`src/rtl/ls_queue.sv`:
```
// ls_queue: in-order load/store queue with CDB operand wakeup and a single memory port.
// Define LS_MISALIGN_CHECK_EN to trap misaligned accesses instead of forcing alignment.

`ifndef LS_QUEUE_TYPES_DEFINED
`define LS_QUEUE_TYPES_DEFINED
`define WORD_T    logic [31:0]
`define REGTAG_T  logic [5:0]
`define REGADDR_T logic [4:0]
`define SINST_T   logic [3:0]
`define UNLOCKED  6'd0
`endif

module ls_queue #(
  parameter int unsigned DEPTH = 4,
  parameter int unsigned PTR_W = $clog2(DEPTH)
) (
  input  logic              clk,
  input  logic              rst,
  input  logic              in_valid,
  output logic              in_ready,
  input  `SINST_T           in_op,
  input  `REGTAG_T          in_tagx,
  input  `REGTAG_T          in_tagy,
  input  `WORD_T            in_datax,
  input  `WORD_T            in_datay,
  input  `WORD_T            in_imm,
  input  `REGADDR_T         in_target,
  input  logic              cdb_en,
  input  `REGTAG_T          cdb_tag,
  input  `WORD_T            cdb_data,
  input  logic              flush,
  output logic              mem_req,
  output logic              mem_we,
  output `WORD_T            mem_addr,
  output `WORD_T            mem_wdata,
  output logic [3:0]        mem_be,
  input  logic              mem_ack,
  input  `WORD_T            mem_rdata,
  output logic              wb_en,
  output `REGADDR_T         wb_target,
  output `WORD_T            wb_data,
  output logic              fault,
  output `WORD_T            fault_addr,
  output logic [PTR_W:0]    count
);

  localparam logic [PTR_W:0] FULL = (PTR_W+1)'(DEPTH);

  typedef enum logic [1:0] {IDLE, REQ, WB} state_t;

  state_t state, state_n;

  logic [DEPTH-1:0] ent_valid;
  `SINST_T          ent_op     [DEPTH];
  `REGTAG_T         ent_tagx   [DEPTH];
  `REGTAG_T         ent_tagy   [DEPTH];
  `WORD_T           ent_datax  [DEPTH];
  `WORD_T           ent_datay  [DEPTH];
  `WORD_T           ent_imm    [DEPTH];
  `REGADDR_T        ent_target [DEPTH];

  logic [PTR_W-1:0] head, tail;
  logic             push, pop, keep;
  logic             start, done, mis_pop;
  logic             head_ready;
  `SINST_T          hd_op;
  `WORD_T           hd_addr, hd_addr_al;
  logic [1:0]       acc_size;
  logic             acc_zext;
  `REGADDR_T        acc_target;
  logic             kill;

  // Clear the address bits below the access size.
  function automatic logic [31:0] align_addr(input logic [31:0] a, input logic [1:0] size);
    case (size)
      2'b00:   align_addr = a;
      2'b01:   align_addr = {a[31:1], 1'b0};
      default: align_addr = {a[31:2], 2'b00};
    endcase
  endfunction

  function automatic logic [3:0] byte_en(input logic [1:0] size, input logic [1:0] lane);
    case (size)
      2'b00:   byte_en = 4'b0001 << lane;
      2'b01:   byte_en = 4'b0011 << lane;
      default: byte_en = 4'b1111;
    endcase
  endfunction

  // Pull the addressed lane out of the read word and extend it to 32 bits.
  function automatic logic [31:0] load_extract(input logic [31:0] rd, input logic [1:0] lane,
                                               input logic [1:0] size, input logic zext);
    logic [7:0]  b;
    logic [15:0] h;
    b = rd[{lane, 3'b000} +: 8];
    h = rd[{lane[1], 4'b0000} +: 16];
    case (size)
      2'b00:   load_extract = zext ? {24'd0, b} : {{24{b[7]}}, b};
      2'b01:   load_extract = zext ? {16'd0, h} : {{16{h[15]}}, h};
      default: load_extract = rd;
    endcase
  endfunction

  assign in_ready   = (count != FULL);
  assign hd_op      = ent_op[head];
  assign hd_addr    = ent_datax[head] + ent_imm[head];
  assign hd_addr_al = align_addr(hd_addr, hd_op[1:0]);
  assign head_ready = ent_valid[head] && (ent_tagx[head] == `UNLOCKED) &&
                      (ent_tagy[head] == `UNLOCKED);

`ifdef LS_MISALIGN_CHECK_EN
  logic hd_mis;
  assign hd_mis = ((hd_op[1:0] == 2'b01) && hd_addr[0]) ||
                  (hd_op[1] && (hd_addr[1:0] != 2'b00));
`endif

  assign push = in_valid && in_ready && !flush;
  assign pop  = done || mis_pop;
  assign keep = (state == REQ) && !mem_ack;

  always_ff @(posedge clk or posedge rst) begin
    if (rst) state <= IDLE;
    else     state <= state_n;
  end

  // Issue control: the head is launched only when both operands are present.
  always_comb begin
    state_n = state;
    start   = 1'b0;
    done    = 1'b0;
    mis_pop = 1'b0;
    unique case (state)
      IDLE: begin
        if (head_ready && !flush) begin
`ifdef LS_MISALIGN_CHECK_EN
          if (hd_mis) begin
            mis_pop = 1'b1;
          end else begin
            start   = 1'b1;
            state_n = REQ;
          end
`else
          start   = 1'b1;
          state_n = REQ;
`endif
        end
      end
      REQ: begin
        if (mem_ack) begin
          done    = 1'b1;
          state_n = (mem_we || kill || flush) ? IDLE : WB;
        end
      end
      WB:      state_n = IDLE;
      default: state_n = IDLE;
    endcase
  end

  // Pointers and occupancy; a flush keeps only an in-flight head entry.
  always_ff @(posedge clk or posedge rst) begin
    if (rst) begin
      head  <= '0;
      tail  <= '0;
      count <= '0;
    end else if (flush) begin
      head  <= head + PTR_W'(pop);
      tail  <= (state == REQ) ? head + PTR_W'(1) : head;
      count <= keep ? (PTR_W+1)'(1) : '0;
    end else begin
      head  <= head + PTR_W'(pop);
      tail  <= tail + PTR_W'(push);
      count <= count + (PTR_W+1)'(push) - (PTR_W+1)'(pop);
    end
  end

  always_ff @(posedge clk or posedge rst) begin
    if (rst) begin
      ent_valid <= '0;
    end else begin
      if (pop) ent_valid[head] <= 1'b0;
      if (flush) begin
        for (int unsigned i = 0; i < DEPTH; i++) begin
          if (!(keep && (PTR_W'(i) == head))) ent_valid[PTR_W'(i)] <= 1'b0;
        end
      end
      if (push) ent_valid[tail] <= 1'b1;
    end
  end

  // Entry payload with CDB wakeup, including capture of a same-cycle broadcast on enqueue.
  always_ff @(posedge clk) begin
    for (int unsigned i = 0; i < DEPTH; i++) begin
      if (cdb_en && ent_valid[PTR_W'(i)] && (cdb_tag != `UNLOCKED)) begin
        if (ent_tagx[PTR_W'(i)] == cdb_tag) begin
          ent_tagx[PTR_W'(i)]  <= `UNLOCKED;
          ent_datax[PTR_W'(i)] <= cdb_data;
        end
        if (ent_tagy[PTR_W'(i)] == cdb_tag) begin
          ent_tagy[PTR_W'(i)]  <= `UNLOCKED;
          ent_datay[PTR_W'(i)] <= cdb_data;
        end
      end
    end
    if (push) begin
      ent_op[tail]     <= in_op;
      ent_imm[tail]    <= in_imm;
      ent_target[tail] <= in_target;
      if (cdb_en && (in_tagx != `UNLOCKED) && (cdb_tag == in_tagx)) begin
        ent_tagx[tail]  <= `UNLOCKED;
        ent_datax[tail] <= cdb_data;
      end else begin
        ent_tagx[tail]  <= in_tagx;
        ent_datax[tail] <= in_datax;
      end
      if (cdb_en && (in_tagy != `UNLOCKED) && (cdb_tag == in_tagy)) begin
        ent_tagy[tail]  <= `UNLOCKED;
        ent_datay[tail] <= cdb_data;
      end else begin
        ent_tagy[tail]  <= in_tagy;
        ent_datay[tail] <= in_datay;
      end
    end
  end

  // Memory request and writeback registers; request fields hold until the ack.
  always_ff @(posedge clk or posedge rst) begin
    if (rst) begin
      mem_req    <= 1'b0;
      mem_we     <= 1'b0;
      mem_addr   <= '0;
      mem_wdata  <= '0;
      mem_be     <= '0;
      wb_en      <= 1'b0;
      wb_target  <= '0;
      wb_data    <= '0;
      acc_size   <= '0;
      acc_zext   <= 1'b0;
      acc_target <= '0;
      kill       <= 1'b0;
    end else begin
      wb_en <= 1'b0;
      if (start) begin
        mem_req    <= 1'b1;
        mem_we     <= hd_op[3];
        mem_addr   <= hd_addr_al;
        mem_be     <= byte_en(hd_op[1:0], hd_addr_al[1:0]);
        mem_wdata  <= ent_datay[head] << {hd_addr_al[1:0], 3'b000};
        acc_size   <= hd_op[1:0];
        acc_zext   <= hd_op[2];
        acc_target <= ent_target[head];
        kill       <= 1'b0;
      end
      if ((state == REQ) && flush) kill <= 1'b1;
      if (done) begin
        mem_req <= 1'b0;
        if (!mem_we && !kill && !flush) begin
          wb_en     <= 1'b1;
          wb_target <= acc_target;
          wb_data   <= load_extract(mem_rdata, mem_addr[1:0], acc_size, acc_zext);
        end
      end
    end
  end

`ifdef LS_MISALIGN_CHECK_EN
  always_ff @(posedge clk or posedge rst) begin
    if (rst) begin
      fault      <= 1'b0;
      fault_addr <= '0;
    end else begin
      fault <= mis_pop;
      if (mis_pop) fault_addr <= hd_addr;
    end
  end
`else
  assign fault      = 1'b0;
  assign fault_addr = '0;
`endif

endmodule
```
`config.mk`:
```
export PLATFORM = sky130hd
export DESIGN_NAME = ls_queue
export DESIGN_NICKNAME = d
export VERILOG_FILES = /design/src/rtl/ls_queue.sv
export SDC_FILE = /design/constraint.sdc
export NUM_CORES = 1
export LEC_CHECK = 0
export CAP_MARGIN = 5
export CELL_PAD_IN_SITES_DETAIL_PLACEMENT = 0
export CELL_PAD_IN_SITES_GLOBAL_PLACEMENT = 1
export CORE_UTILIZATION = 47
export DETAILED_ROUTE_END_ITERATION = 16
export GPL_TIMING_DRIVEN = 1
export PLACE_DENSITY_LB_ADDON = 0.1
export SKIP_CTS_REPAIR_TIMING = 1
export SLEW_MARGIN = 5
export SYNTH_ARGS = -nofsm -noshare
export SYNTH_HDL_FRONTEND = slang
export SYNTH_SLANG_ARGS = --single-unit
export TNS_END_PERCENT = 50
```
`constraint.sdc`:
```
create_clock -name clk -period 7.1 [get_ports clk]
set_input_delay 1.065 -clock clk [delete_from_list [all_inputs] [get_ports clk]]
set_output_delay 1.065 -clock clk [all_outputs]
set_load 0.02 [all_outputs]
```
==> impl_metrics.sql, run 1 <==
INSERT INTO impl_metrics (metric_group, metric, value, unit) VALUES
('run_status', 'run_status', 'complete, no violations', ''),
('synth', 'yosys_register_bits', '598', ''),
('worst_setup_path', 'criticalPathCategory', 'reg -> reg', ''),
('min_path', 'count_of_cells_along_the_worst_hold_path', '2', ''),
('pwr', 'vdd.ir_drop.worst', '240', 'uV'),
('timing', 'hold_violations', '0', ''),
('timing', 'timing_worst_slew_pin_value', '1.25', 'ns'),
('worst_setup_path', 'cp-end-kind', 'flip-flop', ''),
('synth', 'post_synth_xor_area_fraction', '2.83', '%'),
('floorplanning', 'core_area', '0.0608', 'sq mm'),
('clocking', 'path_clk_slew', '0.06', 'ns'),
('layout', 'nNetsFinal', '2524', ''),
('route', 'routed-wl-met2', '37700', 'um'),
('timing', 'final_period_minus_worst_setup_slack', '4.57', 'ns'),
('synth', 'synth_mux_area_share', '19.5', '%'),
('worst_setup_path', 'worst_r2r_path_depth', '11', ''),
('place', 'post_dp_cell_area', '0.0327', 'sq mm'),
('timing', 'finalSetupViolations', '0', ''),
('synth', 'post_synth_fa_ha_maj_area_fraction', '1.81', '%'),
('global_routing', 'globalRoute.totalOverflow', '0', ''),
('floorplanning', 'site_row_count', '90', ''),
('place', 'pre_cts_slack', '2.02', 'ns'),
('run', 'drv.max_cap_violation_count', '0', ''),
('clocking', 'cts_made_buffers', '67', ''),
('timing', 'finalCritPeriodShare', '64.4', '%'),
('layout', 'utilization', '57.3', '%'),
('worst_setup_path', 'rr_startpoint', 'head[0]', ''),
('layout', 'finish.instance_area', '0.0349', 'sq mm'),
('timing', 'maxSlewViolCount', '0', ''),
('timing', 'timing.setup.tns', '0', 'ns'),
('clocking', 'cts_tree', 'yes', ''),
('global_routing', 'vias_in_the_first_global_route', '18300', ''),
('route', 'drt-total-wl', '79100', 'um'),
('place', 'dp_hpwl', '53600', 'um'),
('synth', 'netlist_instances', '1998', ''),
('synth', 'post_synth_design_cell_area', '0.0291', 'sq mm'),
('floorplanning', 'die_area', '0.0629', 'sq mm'),
('route', 'wire_length_on_met1', '33800', 'um'),
('route', 'drc', '0', ''),
('route', 'initialDrtViolationCount', '1690', ''),
('synth', 'synth_area_per_cell', '14.6', 'sq um'),
('clocking', 'clk_latency', '0.60', 'ns'),
('worst_setup_path', 'crit_arrival', '5.05', 'ns'),
('floorplanning', 'initial_utilization', '47.8', '%'),
('pwr', 'internal_power', '8980', 'uW'),
('synth', 'ys.warnings.count', '0', ''),
('min_path', 'hp-class', 'reg -> reg', ''),
('place', 'gp_congestion', '0.895', ''),
('worst_setup_path', 'crit_path_max_fanout', '39', ''),
('timing', 'fin_worst_skew', '0.0106', 'ns'),
('route', 'drt.antenna.violating_nets', '0', ''),
('timing', 'rsz0062_at_grt', 'no', ''),
('floorplanning', 'top_level_ports', '338', ''),
('route', 'via_count', '18100', ''),
('floorplanning', 'fp.dieW', '251', 'um'),
('min_path', 'hold_start', 'acc_target[4]', ''),
('clocking', 'clock_tree.htree_level_count', '3', ''),
('worst_setup_path', 'r2r_setup_slack', '2.53', 'ns'),
('pwr', 'static-leakage-power', '0.0127', 'uW'),
('synth', 'dominant_synthesized_flop_cell', 'sky130_fd_sc_hd__edfxtp_1', ''),
('pwr', 'p_per_area', '411', 'mW/mm^2'),
('timing', 'clock.fmax', '0.219', 'GHz'),
('synth', 'post-synth-top-area-fraction', '48.3', '%'),
('floorplanning', 'die_h', '251', 'um'),
('synth', 'fraction_of_the_mapped_netlist_area_in_compound_gates', '6.42', '%'),
('worst_setup_path', 'setup.worst_path.start_class', 'flip-flop', ''),
('global_routing', 'maximum_number_of_pins_on_one_net_before_global_route_repair', '146', ''),
('pwr', 'reg_power_share', '34.1', '%'),
('layout', 'drive_above_1_share', '22.8', '%'),
('pwr', 'p_clk_share', '24.0', '%'),
('global_routing', 'antenna_found_initial', '11', '');
per-layer routing:
metal | global-route usage (%) | vias up
met5 | 0 | -
met4 | 9.24 | 12
met3 | 4.62 | 131
met2 | 41.0 | 614
met1 | 34.8 | 9139
li1 | - | 8189
stage by stage:
step	total power (uW)	instances
detailed placement	11000	3003
floorplan	8820	2030
global route	15100	3131
finish	14300	3132
global placement	10900	3003
CTS	14400	3126
Yosys cell counts, types with 5 or more instances:
master / count
sky130_fd_sc_hd__nand2b_1: 7
sky130_fd_sc_hd__mux2_2: 200
sky130_fd_sc_hd__nor3_1: 11
sky130_fd_sc_hd__a221oi_1: 8
sky130_fd_sc_hd__a222oi_1: 6
sky130_fd_sc_hd__nor2_1: 88
sky130_fd_sc_hd__mux4_2: 104
sky130_fd_sc_hd__a211oi_1: 7
sky130_fd_sc_hd__a31oi_1: 14
sky130_fd_sc_hd__inv_1: 39
sky130_fd_sc_hd__buf_4: 39
sky130_fd_sc_hd__a21oi_1: 60
sky130_fd_sc_hd__a21o_1: 11
sky130_fd_sc_hd__o21ai_1: 8
sky130_fd_sc_hd__edfxtp_1: 468
sky130_fd_sc_hd__o211ai_1: 5
sky130_fd_sc_hd__buf_2: 50
sky130_fd_sc_hd__a22o_1: 7
sky130_fd_sc_hd__mux2i_1: 8
sky130_fd_sc_hd__ha_1: 39
sky130_fd_sc_hd__dfrtp_1: 130
sky130_fd_sc_hd__and3_2: 8
sky130_fd_sc_hd__and3_1: 22
sky130_fd_sc_hd__o21ai_0: 93
sky130_fd_sc_hd__a22oi_1: 8
sky130_fd_sc_hd__nand3_1: 14
sky130_fd_sc_hd__xor2_1: 34
sky130_fd_sc_hd__nor4_1: 12
sky130_fd_sc_hd__o22ai_1: 22
sky130_fd_sc_hd__mux2_4: 60
sky130_fd_sc_hd__o41ai_1: 8
sky130_fd_sc_hd__buf_6: 6
sky130_fd_sc_hd__o31ai_1: 13
sky130_fd_sc_hd__buf_12: 6
sky130_fd_sc_hd__nand4_1: 18
sky130_fd_sc_hd__clkbuf_1: 44
sky130_fd_sc_hd__xnor2_1: 60
sky130_fd_sc_hd__mux2_1: 10
sky130_fd_sc_hd__nand2_1: 198
worst max-delay path: stages, from the launching register on:
cell,delay [ns]
sky130_fd_sc_hd__dfrtp_4,0.98
sky130_fd_sc_hd__buf_4,0.58
sky130_fd_sc_hd__mux4_2,0.58
sky130_fd_sc_hd__ha_1,0.40
sky130_fd_sc_hd__a21o_1,0.22
sky130_fd_sc_hd__a211oi_1,0.31
sky130_fd_sc_hd__a211oi_1,0.19
sky130_fd_sc_hd__o21ai_2,0.40
sky130_fd_sc_hd__o21ai_1,0.19
sky130_fd_sc_hd__a211oi_2,0.23
sky130_fd_sc_hd__xnor2_1,0.08
sky130_fd_sc_hd__mux2_2,0.26
registers in the layout, indices dropped and copies added, names as in the netlist, 3 cells and up:
name / count
mem_be: 4
ent_datay: 128
ent_op: 16
mem_addr: 32
acc_target: 5
ent_target: 20
ent_tagx: 24
wb_data: 32
wb_target: 5
ent_imm: 128
ent_datax: 128
ent_tagy: 24
ent_valid: 4
count: 3
mem_wdata: 32
power by group through the flow:
stage,Clock [uW],Sequential (uW),Combinational (uW)
after floorplan,0,5070,3750
after global placement,0,4950,5950
after detailed placement,0,4970,5990
after CTS,3510,4900,6010
after global routing,3640,4960,6500
final,3440,4880,5990
layout make-up:
cell class,instances,area (sq um)
Inverter,41,159
Multi-Input combinational cell,1243,10900
Clock inverter,30,279
Clock buffer,93,1900
Timing Repair Buffer,339,3320
Tap cell,782,978
Antenna cell,6,15.0
Sequential cell,598,17300
Fill cell,4909,26000
worst max-delay path by stage:
stage / startpoint / end / slack (ns) / cells after the start
2_1_floorplan: cdb_tag[0] / ent_datax[0][0] / 0.89 / 5
3_3_place_gp: cdb_tag[1] / ent_datax[3][4] / 2.08 / 8
3_5_place_dp: cdb_tag[1] / ent_datax[3][0] / 2.02 / 8
4_1_cts: head[0] / mem_addr[26] / 2.48 / 11
5_1_grt: head[0] / mem_addr[30] / 2.16 / 11
6_report: head[0] / mem_addr[26] / 2.53 / 11
cells in the final DEF (no fill, tap or decap), types with 20 or more instances in the layout:
cell                              count
sky130_fd_sc_hd__edfxtp_1           468
sky130_fd_sc_hd__clkdlybuf4s50_1    304
sky130_fd_sc_hd__mux2_2             200
sky130_fd_sc_hd__nand2_1            198
sky130_fd_sc_hd__dfrtp_1            128
sky130_fd_sc_hd__mux4_2             104
sky130_fd_sc_hd__o21ai_0             93
sky130_fd_sc_hd__nor2_1              88
sky130_fd_sc_hd__clkbuf_16           71
sky130_fd_sc_hd__a21oi_1             60
sky130_fd_sc_hd__xnor2_1             60
sky130_fd_sc_hd__mux2_4              60
sky130_fd_sc_hd__ha_1                39
sky130_fd_sc_hd__inv_1               35
sky130_fd_sc_hd__xor2_1              34
sky130_fd_sc_hd__buf_4               34
sky130_fd_sc_hd__conb_1              33
sky130_fd_sc_hd__o22ai_1             22
sky130_fd_sc_hd__and3_1              20
cells by family after synthesis:
group / count (synthesis)
adders and majority gates: 41
muxes: 382
DFF: 598
and+or+nand+nor: 398
AOI/OAI and AO/OA: 295
other: 1
xor gates and xnor gates: 94
buffers and inverters: 189
Note: power is estimated with default switching activity, not from simulation.
==> run 2: changes to the inputs <==
Settings changed: CORE_UTILIZATION 47 to 43.
Clock period 7.1 ns to 3.9 ns, I/O delays scaled along.
==> run 2 against run 1 <==
Effect of this change:
- first-iteration DRC count fell by 15%
- combinational power rose by 99%
- largest power group unchanged
- die area rose by 9.2%
- total power rose by 90%
- sequential share of layout area fell by 1.5 points
- via count rose by 0.57%
- final area rose by 3.1%
- hold slack got worse by 0.0068 ns
==> impl_metrics.sql, run 2 (synthesis gave the netlist of run 1 again) <==
INSERT INTO impl_metrics (metric_group, metric, value, unit) VALUES
('floorplanning', 'top_level_ports', '338', ''),
('timing', 'rsz0062_at_grt', 'no', ''),
('worst_setup_path', 'critPathRequiredTime', '4.38', 'ns'),
('global_routing', 'wire_length_of_the_first_global_routing_pass', '119000', 'um'),
('min_path', 'hp-class', 'reg -> reg', ''),
('floorplanning', 'initial_utilization', '43.4', '%'),
('layout', 'layout.area.seq', '0.0173', 'sq mm'),
('pwr', 'vdd.ir_drop.worst', '322', 'uV'),
('layout', 'utilization', '53.6', '%'),
('place', 'buffers_added_on_ports', '304', ''),
('clocking', 'clk_latency', '0.60', 'ns'),
('layout', 'reg_top3', 'ent_datax (128), ent_datay (128), ent_imm (128)', ''),
('layout', 'flow.area_growth_from_synthesis', '23.5', '%'),
('worst_setup_path', 'setup.worst_path.start_class', 'flip-flop', ''),
('clocking', 'clock_tree.htree_level_count', '3', ''),
('route', 'routed_wire_length_per_instance', '25.3', 'um'),
('global_routing', 'total_routing_usage_reported_by_global_routing', '23.9', '%'),
('layout', 'layout.cells.most_common', 'sky130_fd_sc_hd__edfxtp_1', ''),
('clocking', 'clock-root-buffer', 'sky130_fd_sc_hd__clkbuf_16', ''),
('route', 'drc', '0', ''),
('timing', 'finalCritPeriodShare', '95.8', '%'),
('clocking', 'path_clk_slew', '0.06', 'ns'),
('timing', 'timing.setup.tns', '0', 'ns'),
('place', 'placed_cells', '3150', ''),
('floorplanning', 'die_area', '0.0687', 'sq mm'),
('clocking', 'cts_made_buffers', '67', ''),
('timing', 'hold_violations', '0', ''),
('floorplanning', 'fp.dieW', '262', 'um'),
('timing', 'finalSetupViolations', '0', ''),
('timing', 'final_period_minus_worst_setup_slack', '3.74', 'ns'),
('timing', 'relSlewSlack', '33.4', '%'),
('layout', 'layout.cells.most_common_list', '468 x sky130_fd_sc_hd__edfxtp_1, 304 x sky130_fd_sc_hd__clkdlybuf4s50_1, 200 x sky130_fd_sc_hd__mux2_2', ''),
('worst_setup_path', 'criticalPathCategory', 'reg -> reg', ''),
('layout', 'filler_free_cell_count_of_the_finished_design', '3275', ''),
('run_status', 'run_status', 'complete, no violations', ''),
('clocking', 'cts_tree', 'yes', ''),
('timing', 'fin_worst_skew', '0.0287', 'ns'),
('run', 'drv.max_cap_violation_count', '0', ''),
('place', 'dp_hpwl', '57200', 'um'),
('clocking', 'clock-sinks', '598', ''),
('route', 'vias_per_cell', '5.55', ''),
('route', 'initialDrtViolationCount', '1437', ''),
('global_routing', 'vias_in_the_first_global_route', '18500', ''),
('worst_setup_path', 'crit_path_max_fanout', '23', ''),
('clocking', 'maximum_root_to_sink_buffer_count', '3', ''),
('pwr', 'static-leakage-power', '0.0133', 'uW'),
('place', 'post_dp_cell_area', '0.0336', 'sq mm'),
('timing', 'timing_worst_slew_pin_value', '0.991', 'ns'),
('layout', 'nNetsFinal', '2582', ''),
('layout', 'fillerInstances', '5641', ''),
('global_routing', 'maximum_number_of_pins_on_one_net_before_global_route_repair', '131', ''),
('timing', 'hold_slack', '0.460', 'ns'),
('layout', 'drive_above_1_share', '25.1', '%'),
('route', 'drt-total-wl', '82900', 'um'),
('layout', 'combined_area_of_the_multi_input_logic_cells', '0.0110', 'sq mm'),
('floorplanning', 'core_area', '0.0670', 'sq mm'),
('route', 'via_count', '18200', ''),
('global_routing', 'antenna_found_initial', '8', ''),
('floorplanning', 'die_h', '262', 'um'),
('floorplanning', 'site_row_count', '95', ''),
('timing', 'maxSlewViolCount', '0', ''),
('route', 'drt.antenna.violating_nets', '0', ''),
('worst_setup_path', 'cp-end-kind', 'flip-flop', ''),
('layout', 'finish.instance_area', '0.0359', 'sq mm'),
('global_routing', 'globalRoute.totalOverflow', '0', ''),
('pwr', 'p_per_area', '756', 'mW/mm^2'),
('place', 'gp_congestion', '0.965', ''),
('route', 'drt-pass1-iter-count', '8', ''),
('timing', 'clock.fmax', '0.268', 'GHz'),
('worst_setup_path', 'crit_arrival', '4.22', 'ns');
-- run 2: final timing paths --
check	startpoint	end	slack, ns	cells past startpoint
worst max-delay path	head[1]	mem_addr[31]	0.16	11
worst min-delay path	acc_target[3]	wb_target[3]	0.46	2
worst max register to register	head[1]	mem_addr[31]	0.16	11
worst min register to register	acc_target[3]	wb_target[3]	0.46	2
max in group asynchronous	rst	head[1]	2.56	3
min in group asynchronous	rst	wb_data[19]	0.54	3
-- run 2: layout make-up --
cell class,instances,share of cell area (%)
multi-input combinational,1243,30.6
timing repair buffer,397,11.4
clock buffer,90,5.25
inverter,41,0.439
sequential,598,48.2
antenna,6,0.0418
clock inverter,27,1.11
tap,873,3.04
-- run 2: through the flow --
stage	worst slack, ns	power, uW
4_1_cts	-0.00596	27300
6_report	0.163	27200
3_3_place_gp	0.110	20500
2_1_floorplan	-0.139	16100
3_5_place_dp	0.0200	20600
5_1_grt	0.00733	28600
-- run 2: critical path: stages (launching register included) --
cell and delay, ns:
sky130_fd_sc_hd__dfrtp_4 0.65, sky130_fd_sc_hd__buf_16 0.25, sky130_fd_sc_hd__mux4_2 0.33, sky130_fd_sc_hd__ha_1 0.46, sky130_fd_sc_hd__and3_1 0.35, sky130_fd_sc_hd__nor4b_2 0.23
sky130_fd_sc_hd__o21ai_1 0.13, sky130_fd_sc_hd__o211ai_2 0.16, sky130_fd_sc_hd__a31oi_2 0.22, sky130_fd_sc_hd__o41ai_2 0.42, sky130_fd_sc_hd__xnor2_1 0.13, sky130_fd_sc_hd__mux2_2 0.27
-- run 2: metal layers --
metal  wire length [um]  vias to the layer above  global-route usage (%)
met5                 31                        -                       0
met4               3000                        4                    10.1
met3               4620                      117                    4.42
met2              40500                      571                    39.2
met1              34700                     9209                    31.1
li1                   -                     8287                       -
-- run 2: where the power goes --
part           internal [uW]  switching, uW
Combinational           5110           6830
Sequential              8060            575
Clock                   4000           2580
Total                  17200           9990
